File: src/rtl/bram_pkg.sv
`default_nettype none
// ============================================================================
//  Module   : bram_pkg
//  Purpose  : Shared constants and helpers for the block-RAM arbiter.
//             MAX_REQ bounds the requester count, IDX_W is the width of a
//             requester index, onehot() expands an index into a MAX_REQ-wide
//             one-hot vector, slice_lo() gives the low bit of slice k on a
//             flattened per-requester bus.
//  Revision : 1.0 - initial release
// ============================================================================
package bram_pkg;

  localparam int MAX_REQ = 8;
  localparam int IDX_W   = 3;

  function automatic logic [MAX_REQ-1:0] onehot(input logic [IDX_W-1:0] idx);
    logic [MAX_REQ-1:0] v;
    v      = '0;
    v[idx] = 1'b1;
    return v;
  endfunction

  function automatic int slice_lo(input int k, input int width);
    return k * width;
  endfunction

endpackage
`default_nettype wire

File: src/rtl/bram_arbiter_rr_pick.sv
`default_nettype none
// ============================================================================
//  Module   : rr_pick
//  Purpose  : Combinational round-robin selector. Scans requesters starting
//             at the pointer, wrapping modulo numReq_p, and picks the first
//             one with its request bit set.
//  Ports    : i_req   - request vector
//             i_ptr   - highest-priority requester index (0..numReq_p-1)
//             o_gnt   - one-hot grant (all zero when nobody requests)
//             o_idx   - index of the granted requester
//             o_valid - a grant was issued
//  Revision : 1.0 - initial release
// ============================================================================
module rr_pick
  import bram_pkg::*;
#(
  parameter int numReq_p = 2
) (
  input  logic [numReq_p-1:0] i_req,
  input  logic [IDX_W-1:0]    i_ptr,
  output logic [numReq_p-1:0] o_gnt,
  output logic [IDX_W-1:0]    o_idx,
  output logic                o_valid
);

  localparam logic [IDX_W:0] c_num = (IDX_W+1)'(numReq_p);

  // Padding to MAX_REQ lets the candidate index address the vector without
  // any width mismatch, whatever numReq_p is.
  logic [MAX_REQ-1:0] w_req_pad;
  logic [IDX_W:0]     w_cand;
  logic               w_found;

  always_comb begin
    w_req_pad                 = '0;
    w_req_pad[numReq_p-1:0]   = i_req;
    w_found                   = 1'b0;
    w_cand                    = '0;
    o_idx                     = '0;
    for (int i = 0; i < numReq_p; i++) begin
      // ptr < numReq_p and i < numReq_p, so one subtraction completes the wrap
      w_cand = {1'b0, i_ptr} + (IDX_W+1)'(i);
      if (w_cand >= c_num) begin
        w_cand = w_cand - c_num;
      end
      if (!w_found && w_req_pad[w_cand[IDX_W-1:0]]) begin
        w_found = 1'b1;
        o_idx   = w_cand[IDX_W-1:0];
      end
    end
  end

  assign o_gnt   = w_found ? numReq_p'(onehot(o_idx)) : '0;
  assign o_valid = w_found;

endmodule
`default_nettype wire

File: src/rtl/bram_arbiter.sv
`default_nettype none
// ============================================================================
//  Module   : bram_arbiter
//  Purpose  : Shares one simple dual-port block RAM (write port + read port,
//             read registered on the falling edge) among numReq_p requesters.
//             Write and read ports are arbitrated independently with
//             round-robin; one write and one read may be issued per cycle.
//             Returned read data is routed back with a one-hot rvalid pulse.
//  Ports    : clk_i, rst_ni          - clock, async active-low reset
//             wreq_i/waddr_i/wdata_i - per-requester write request buses
//             wgnt_o                 - one-hot write grant (combinational)
//             rreq_i/raddr_i         - per-requester read request buses
//             rgnt_o                 - one-hot read grant (combinational)
//             rvalid_o/rdata_o       - read return, one-hot valid + shared data
//             mem_*                  - registered command to / data from RAM
//  Revision : 1.0 - initial release
// ============================================================================
module bram_arbiter
  import bram_pkg::*;
#(
  parameter int memSize_p   = 8,
  parameter int dataWidth_p = 16,
  parameter int numReq_p    = 2
) (
  input  logic                            clk_i,
  input  logic                            rst_ni,
  input  logic [numReq_p-1:0]             wreq_i,
  input  logic [numReq_p*memSize_p-1:0]   waddr_i,
  input  logic [numReq_p*dataWidth_p-1:0] wdata_i,
  output logic [numReq_p-1:0]             wgnt_o,
  input  logic [numReq_p-1:0]             rreq_i,
  input  logic [numReq_p*memSize_p-1:0]   raddr_i,
  output logic [numReq_p-1:0]             rgnt_o,
  output logic [numReq_p-1:0]             rvalid_o,
  output logic [dataWidth_p-1:0]          rdata_o,
  output logic                            mem_write_o,
  output logic [memSize_p-1:0]            mem_waddr_o,
  output logic [dataWidth_p-1:0]          mem_wdata_o,
  output logic                            mem_read_o,
  output logic [memSize_p-1:0]            mem_raddr_o,
  input  logic [dataWidth_p-1:0]          mem_rdata_i
);

  localparam logic [IDX_W-1:0] c_last = IDX_W'(numReq_p - 1);

  logic [IDX_W-1:0]       r_wptr, r_rptr;
  logic                   r_mem_write, r_mem_read;
  logic [memSize_p-1:0]   r_waddr, r_raddr;
  logic [dataWidth_p-1:0] r_wdata, r_rdata;
  logic [IDX_W-1:0]       r_rtag;
  logic [numReq_p-1:0]    r_rvalid;

  logic [numReq_p-1:0]    w_wgnt, w_rgnt;
  logic [IDX_W-1:0]       w_widx, w_ridx;
  logic                   w_wvld, w_rvld;
  logic [IDX_W-1:0]       w_wptr_nxt, w_rptr_nxt;
  logic [memSize_p-1:0]   w_waddr, w_raddr;
  logic [dataWidth_p-1:0] w_wdata;

  rr_pick #(.numReq_p(numReq_p)) u_wpick (
    .i_req   (wreq_i),
    .i_ptr   (r_wptr),
    .o_gnt   (w_wgnt),
    .o_idx   (w_widx),
    .o_valid (w_wvld)
  );

  rr_pick #(.numReq_p(numReq_p)) u_rpick (
    .i_req   (rreq_i),
    .i_ptr   (r_rptr),
    .o_gnt   (w_rgnt),
    .o_idx   (w_ridx),
    .o_valid (w_rvld)
  );

  // Grants are hidden while reset is held so no requester believes it was
  // accepted by a cycle that the registers will never capture.
  assign wgnt_o = rst_ni ? w_wgnt : '0;
  assign rgnt_o = rst_ni ? w_rgnt : '0;

  assign w_wptr_nxt = (w_widx == c_last) ? '0 : w_widx + IDX_W'(1);
  assign w_rptr_nxt = (w_ridx == c_last) ? '0 : w_ridx + IDX_W'(1);

  // Route the granted requester's address/data onto the command path.
  always_comb begin
    w_waddr = '0;
    w_wdata = '0;
    w_raddr = '0;
    for (int k = 0; k < numReq_p; k++) begin
      if (w_wgnt[k]) begin
        w_waddr = waddr_i[slice_lo(k, memSize_p)   +: memSize_p];
        w_wdata = wdata_i[slice_lo(k, dataWidth_p) +: dataWidth_p];
      end
      if (w_rgnt[k]) begin
        w_raddr = raddr_i[slice_lo(k, memSize_p) +: memSize_p];
      end
    end
  end

  always_ff @(posedge clk_i or negedge rst_ni) begin
    if (!rst_ni) begin
      r_wptr      <= '0;
      r_rptr      <= '0;
      r_mem_write <= 1'b0;
      r_mem_read  <= 1'b0;
      r_waddr     <= '0;
      r_wdata     <= '0;
      r_raddr     <= '0;
      r_rtag      <= '0;
      r_rvalid    <= '0;
      r_rdata     <= '0;
    end else begin
      r_mem_write <= w_wvld;
      if (w_wvld) begin
        r_waddr <= w_waddr;
        r_wdata <= w_wdata;
        r_wptr  <= w_wptr_nxt;
      end

      // r_mem_read doubles as the valid bit of the read tag: the RAM samples
      // during the cycle it is high, and the data is captured one edge later.
      r_mem_read <= w_rvld;
      if (w_rvld) begin
        r_raddr <= w_raddr;
        r_rtag  <= w_ridx;
        r_rptr  <= w_rptr_nxt;
      end

      r_rvalid <= r_mem_read ? numReq_p'(onehot(r_rtag)) : '0;
      if (r_mem_read) begin
        r_rdata <= mem_rdata_i;
      end
    end
  end

  assign mem_write_o = r_mem_write;
  assign mem_waddr_o = r_waddr;
  assign mem_wdata_o = r_wdata;
  assign mem_read_o  = r_mem_read;
  assign mem_raddr_o = r_raddr;
  assign rvalid_o    = r_rvalid;
  assign rdata_o     = r_rdata;

endmodule
`default_nettype wire
File: config.mk
export PLATFORM = sky130hd
export DESIGN_NAME = bram_arbiter
export DESIGN_NICKNAME = d
export VERILOG_FILES = /design/src/rtl/bram_pkg.sv /design/src/rtl/bram_arbiter_rr_pick.sv /design/src/rtl/bram_arbiter.sv
export SDC_FILE = /design/constraint.sdc
export NUM_CORES = 1
export LEC_CHECK = 0
export BUFFER_PORTS_ARGS = -buffer_cell sky130_fd_sc_hd__buf_2
export CAP_MARGIN = 0
export CORE_MARGIN = 4
export CORE_UTILIZATION = 55
export CTS_CLUSTER_DIAMETER = 60
export CTS_CLUSTER_SIZE = 20
export DETAILED_ROUTE_END_ITERATION = 7
export GPL_ROUTABILITY_DRIVEN = 0
export PLACE_DENSITY = 0.86
export SKIP_LAST_GASP = 1
export SYNTH_ARGS = -nofsm -noshare
export SYNTH_HDL_FRONTEND = slang
export SYNTH_SLANG_ARGS = --single-unit
File: constraint.sdc
create_clock -name clk_i -period 4.4 [get_ports clk_i]
set_input_delay 0.44 -clock clk_i [delete_from_list [all_inputs] [get_ports clk_i]]
set_output_delay 0.44 -clock clk_i [all_outputs]
set_load 0.02 [all_outputs]
; Word-level counts from Yosys, hierarchy flattened
; Cells that the tools add are included.
[totals]
regBits = 61
wordCells = 80
[classes]
add_sub_neg = 8
order_cmp = 14
eq_ne = 2
n_mux = 39
reduce_logical = 7
[op_table]
columns = operator, n
row1 = 16-bit 2-to-1 mux, 2
row2 = 8-bit 2-to-1 mux, 4
row3 = 3-bit 2-to-1 mux, 10
row4 = 3-bit by 4-bit less-than comparator with 1-bit output (second input constant), 7
row5 = 1-bit binary-select mux with 3-bit select, 4
row6 = 3-bit by 2-bit subtractor with 3-bit output (second input constant), 4
row7 = 1-bit 2-to-1 mux, 11
row8 = 2-bit 2-to-1 mux, 5
row9 = 1-bit demux with 3-bit select, 3
row10 = 3-bit by 1-bit >= comparator with 1-bit output (second input constant), 3
row11 = 3-bit by 1-bit adder with 4-bit output (second input constant), 2
row12 = 4-bit by 2-bit >= comparator with 1-bit output (second input constant), 2
row13 = 3-bit by 1-bit adder with 3-bit output (second input constant), 2
row14 = 3-bit by 1-bit equality test with 1-bit output (second input constant), 2
row15 = 3-bit by 2-bit >= comparator with 1-bit output (second input constant), 2
row16 = 1-bit logical AND, 5
row17 = 1-bit zero test, 2

; Longest topological paths before layout
[depth]
ltp_word = 15
depth_mapped = 12
ltp_nobuf = 7

; Hierarchy
; From an unflattened synthesis, not the netlist that was laid out.
[unflattened]
cells_unflattened = 314
area_unflattened_um2 = 3175.5
[by_module_without_submodules]
columns = mod, instances, cells_each, area_each_um2, seq_area_each_um2
row1 = bram_arbiter, 1, 255, 2730.1, 1526.5
row2 = rr_pick (u_rpick), 1, 29, 226.5, 0.0
row3 = rr_pick (u_wpick), 1, 30, 219.0, 0.0

; Least setup slack after synthesis
; OpenSTA, ideal clock, no wires.
[synth_timing]
path_type = reg-to-output
from = reg r_rptr[0]
to = out rgnt_o[0]
arrival_time_ns = 2.527
path_slack_ns = 1.433
stages_incl_launch_ff = 10
n_path_buf = 3
cell_sequence = dfrtp_1 buf_2 buf_1 inv_2 ha_1 nor4b_4 o21a_2 buf_4 nand2_1 a21oi_1
[synth_between]
elab_chain_len = 14
[synth_lines]
columns = element, line_no
row1 = start: declaration, bram_arbiter.sv:46  ; logic [IDX_W-1:0] r_wptr, r_rptr;
row2 = start signal: assignment, bram_arbiter.sv:126  ; r_rptr <= w_rptr_nxt;
row3 = branches (longest 12 deep; another with 3-bit by 1-bit adder with 4-bit output), --
row4 = 2-bit 2-to-1 mux (*), bram_arbiter_rr_pick.sv:53  ; assign o_gnt = w_found ? numReq_p'(onehot(o_idx)) : '0;
row5 = 2-bit 2-to-1 mux (*), bram_arbiter.sv:79  ; assign rgnt_o = rst_ni ? w_rgnt : '0;
row6 = end: declaration, bram_arbiter.sv:33  ; output logic [numReq_p-1:0] rgnt_o,
; Every way passes the cells marked *. The select of a mux whose other input is x is not followed.

; Worst setup path after layout
; Same ends and word-level chain as after synthesis.

==> metrics.md <==
| Metric | Value |
|---|---|
| Ports | `142` |
| Synth Area in Compound Gates | `29.2%` |
| Setup CP Type | `reg2out` |
| CTS Buf Count | `9` |
| RSZ-0062 raised after global routing | `false` |
| Area of the multi-input gates | `2280 um2` |
| Worst r2r path cells | `7` |
| Cells along the critical path | `inv_2 > ha_1 > nand2b_1 > a21oi_2 > o21a_2 > nand2_1 > a21oi_1 > buf_2` |
| Ys Warns | `0` |
| Antenna Nets Post-Route | `0` |
| RR Startpoint | `r_rptr[0]$_DFFE_PN0P_` |
| Worst Slack Setup Final | `0.554 ns` |
| Avg Inst Size Synth | `9.30 um2` |
| GRT overflow | `0` |
| Drc violations | `0` |
| Starting Density | `57.3%` |
| Pre-CTS WS | `0.991 ns` |
| Ranking of synthesized cells by area | `dfrtp_1 36%, o2111ai_1 6.6%, a311oi_1 6.4%` |
| Reg-to-reg slack, setup | `1.11 ns` |
| DP HPWL | `7830 um` |
| Max Fclk | `260 MHz` |
| Post-synthesis cell type count | `41` |
| PwrDens | `642 nW/um2` |
| Final min period | `3.85 ns` |
| Commonest non-fill, non-tap cell in the layout | `buf_2` |
| Register area share after synthesis | `36.1%` |
| Drt wl/cell | `17.1 um` |
| Cell taking the most area after synthesis | `dfrtp_1` |
| Critical path's largest stage delay | `0.77 ns` |
| Register Area | `1530 um2` |
| Area grow syn2layout | `20.5%` |
| DR pass1 iterations | `5` |
| Die ar. | `9150 um2` |
| Die height | `95.6 um` |
| CP Max Fanout | `34` |
| Setup TNS Final | `0 ns` |
| Clock skew | `0.00809 ns` |
| Fin crit share | `87.4%` |
| Total of max-cap violations | `0` |
| Die W | `95.6 um` |
| Slowest cell on crit path | `dfrtp_1` |
| Post-CTS setup buffer count | `0` |
| Final WL | `11500 um` |
| # rows | `31` |
| First-pass GRT wire length | `18900 um` |
| CTS tree | `yes` |
| Worst Hold Class | `in2async` |
| Adder-cell area share of the yosys netlist | `2.96%` |
| Worst r2r dst | `mem_raddr_o[0]$_DFFE_PN0P_` |
| Worst slew pin tran | `1.05 ns` |
| Layout fillers | `601` |
| Critical path required time | `3.96 ns` |
| Cell area after synthesis | `4220 um2` |
| Combinational family with the most area after synthesis | `compound AO/OA/AOI/OAI gates` |
| Total GRT Usage | `26.0%` |
| CP Launch Type | `flop` |
| Most frequent cells in the layout | `141 x buf_2, 60 x dfrtp_1, 38 x inv_1, 38 x nor2_1` |
| Max-slew violations | `0` |
| Clock transition at path regs | `0.08 ns` |
| Worst EP arrival | `3.41 ns` |
| Leakage dissipation | `0.00224 uW` |
| Post-synth top area share | `36.1%` |
| CTS Hold Buffers Added | `0` |
| Status | `finished, final reports clean` |
| Syn Nets | `550` |
| CTS sink count | `61` |
| Largest net degree at the start of global routing | `62` |
| Synth Area in XOR/XNOR | `0.415%` |
| Diodes inserted | `0` |
| Synthesized flop and latch total | `61` |
| Post-CTS Resized | `0` |
| Core area | `7370 um2` |
| Nets | `661` |
| Drt via density | `6.30` |
| Routed vias | `4218` |
| Crit end category | `output pin` |
| Hold Violations, Final | `0` |
| Initial antenna violation count | `0` |
| Initial drt markers | `333` |
| Share of post-route cells with drive strength above 1 | `34.2%` |
| Peak VDD IR | `0.381 mV` |
| Final-report setup violation count | `0` |
| Clock buffer depth | `2` |
| Synth Area in Simple Gates | `15.8%` |
| CTS H-tree depth | `3` |
| Synth Instances | `454` |
| Worst-skew pair later-pin latency | `0.34 ns` |
| Clock Tree Root | `clkbuf_8` |
| Mux cell area share after synthesis | `5.51%` |
| Port Buffer Count | `141` |
| Slew HR | `30.2%` |
| Vias in the first global route | `4014` |
[how the worst max path moves through the flow]
stage | start | endpoint | slack (ns)
floorplan | r_rptr[0]$_DFFE_PN0P_ | rgnt_o[0] | 1.43
global placement | r_rptr[0]$_DFFE_PN0P_ | rgnt_o[0] | 1.15
detailed placement | r_rptr[0]$_DFFE_PN0P_ | rgnt_o[0] | 0.99
CTS | r_rptr[0]$_DFFE_PN0P_ | rgnt_o[0] | 0.59
global route | r_rptr[0]$_DFFE_PN0P_ | rgnt_o[0] | 0.31
finish | r_rptr[0]$_DFFE_PN0P_ | rgnt_o[0] | 0.55
[power by group]
| part | leakage [uW] | internal (uW) | switching [uW] | total (uW) |
|---|---|---|---|---|
| registers | 0.000705 | 793 | 228 | 1020 |
| clock network | 0.000116 | 376 | 234 | 611 |
| logic | 0.00142 | 612 | 1020 | 1630 |
[cells by family (layout without fill, tap and decap cells)]
family                   count (synthesis)  count (layout)
XOR/XNOR                                 2               2
flip-flops                              61              61
AND/OR/NAND/NOR                        127             127
multiplexers                            21              21
AO/OA/AOI/OAI                          144             144
adder cells (fa/ha/maj)                 10              10
buffers and inverters                   89             205
[routing by layer]
metal / GRT usage, % / up-vias / share of wire [%]
met5: 0 / - / 0
met3: 4.74 / 17 / 8.4
met4: 9.60 / 0 / 1.6
li1: - / 1962 / -
met2: 42.9 / 235 / 50
met1: 33.9 / 2004 / 40
[state kept, by name (all words and copies together), names as in the netlist]
signal and count:
mem_write_o 1, mem_read_o 1, rdata_o 16, r_rtag 3, rvalid_o 2, mem_waddr_o 8, mem_raddr_o 8, r_rptr 3
r_wptr 3, mem_wdata_o 16
[synth_stat cells]
| cell type | n |
|---|---|
| nor4b_4 | 2 |
| buf_4 | 5 |
| o311ai_1 | 30 |
| mux2_2 | 18 |
| o311ai_0 | 1 |
| a21oi_2 | 2 |
| inv_2 | 1 |
| o21a_2 | 1 |
| clkbuf_1 | 22 |
| a311oi_1 | 31 |
| o211ai_1 | 32 |
| dfrtp_1 | 61 |
| o311ai_2 | 1 |
| nor2_1 | 38 |
| a211o_1 | 1 |
| nor4b_1 | 1 |
| nand3_1 | 3 |
| xor2_1 | 2 |
| buf_1 | 3 |
| ha_1 | 10 |
| clkinv_1 | 1 |
| buf_2 | 11 |
| a211o_4 | 1 |
| mux2i_1 | 3 |
| nor3_1 | 34 |
| a211oi_4 | 1 |
| clkbuf_2 | 1 |
| o2111ai_1 | 32 |
| nand2_1 | 11 |
| a211oi_1 | 1 |
| a311oi_2 | 1 |
| and3_1 | 2 |
| o21a_4 | 1 |
| a21oi_1 | 3 |
| nand2b_1 | 34 |
| inv_1 | 38 |
| o21ai_0 | 3 |
| nor4bb_1 | 1 |
| nor2_2 | 1 |
| a21o_1 | 2 |
| buf_6 | 7 |
[layout make-up]
class,instances,share of cell area [%]
multi-input cells,304,44.9
flip-flops and latches,61,30.0
repair buffers,149,15.0
inverters,40,2.95
clock buffers,10,2.51
well taps,99,2.43
clock inverters,6,2.19
[worst max-delay path: cells and delay by family (launching register included)]
kind,cells,cell delay [ns]
simple gates,2,0.22
buf+inv,2,0.56
fa+ha+maj,1,0.27
flops,1,0.77
compound gates,3,1.24
[metrics by stage]
stage	std cells	area [um2]	total power [uW]	hold slack [ns]	util [%]
2_1_floorplan	454	4220	2230	0.144	-
3_3_place_gp	653	4850	2600	0.445	65.8
3_5_place_dp	653	4850	2660	0.454	65.8
4_1_cts	669	5090	3280	0.315	69.1
5_1_grt	669	5090	3500	0.316	69.1
6_report	669	5090	3270	0.325	69.1
Note: power is estimated with default switching activity, not from simulation.
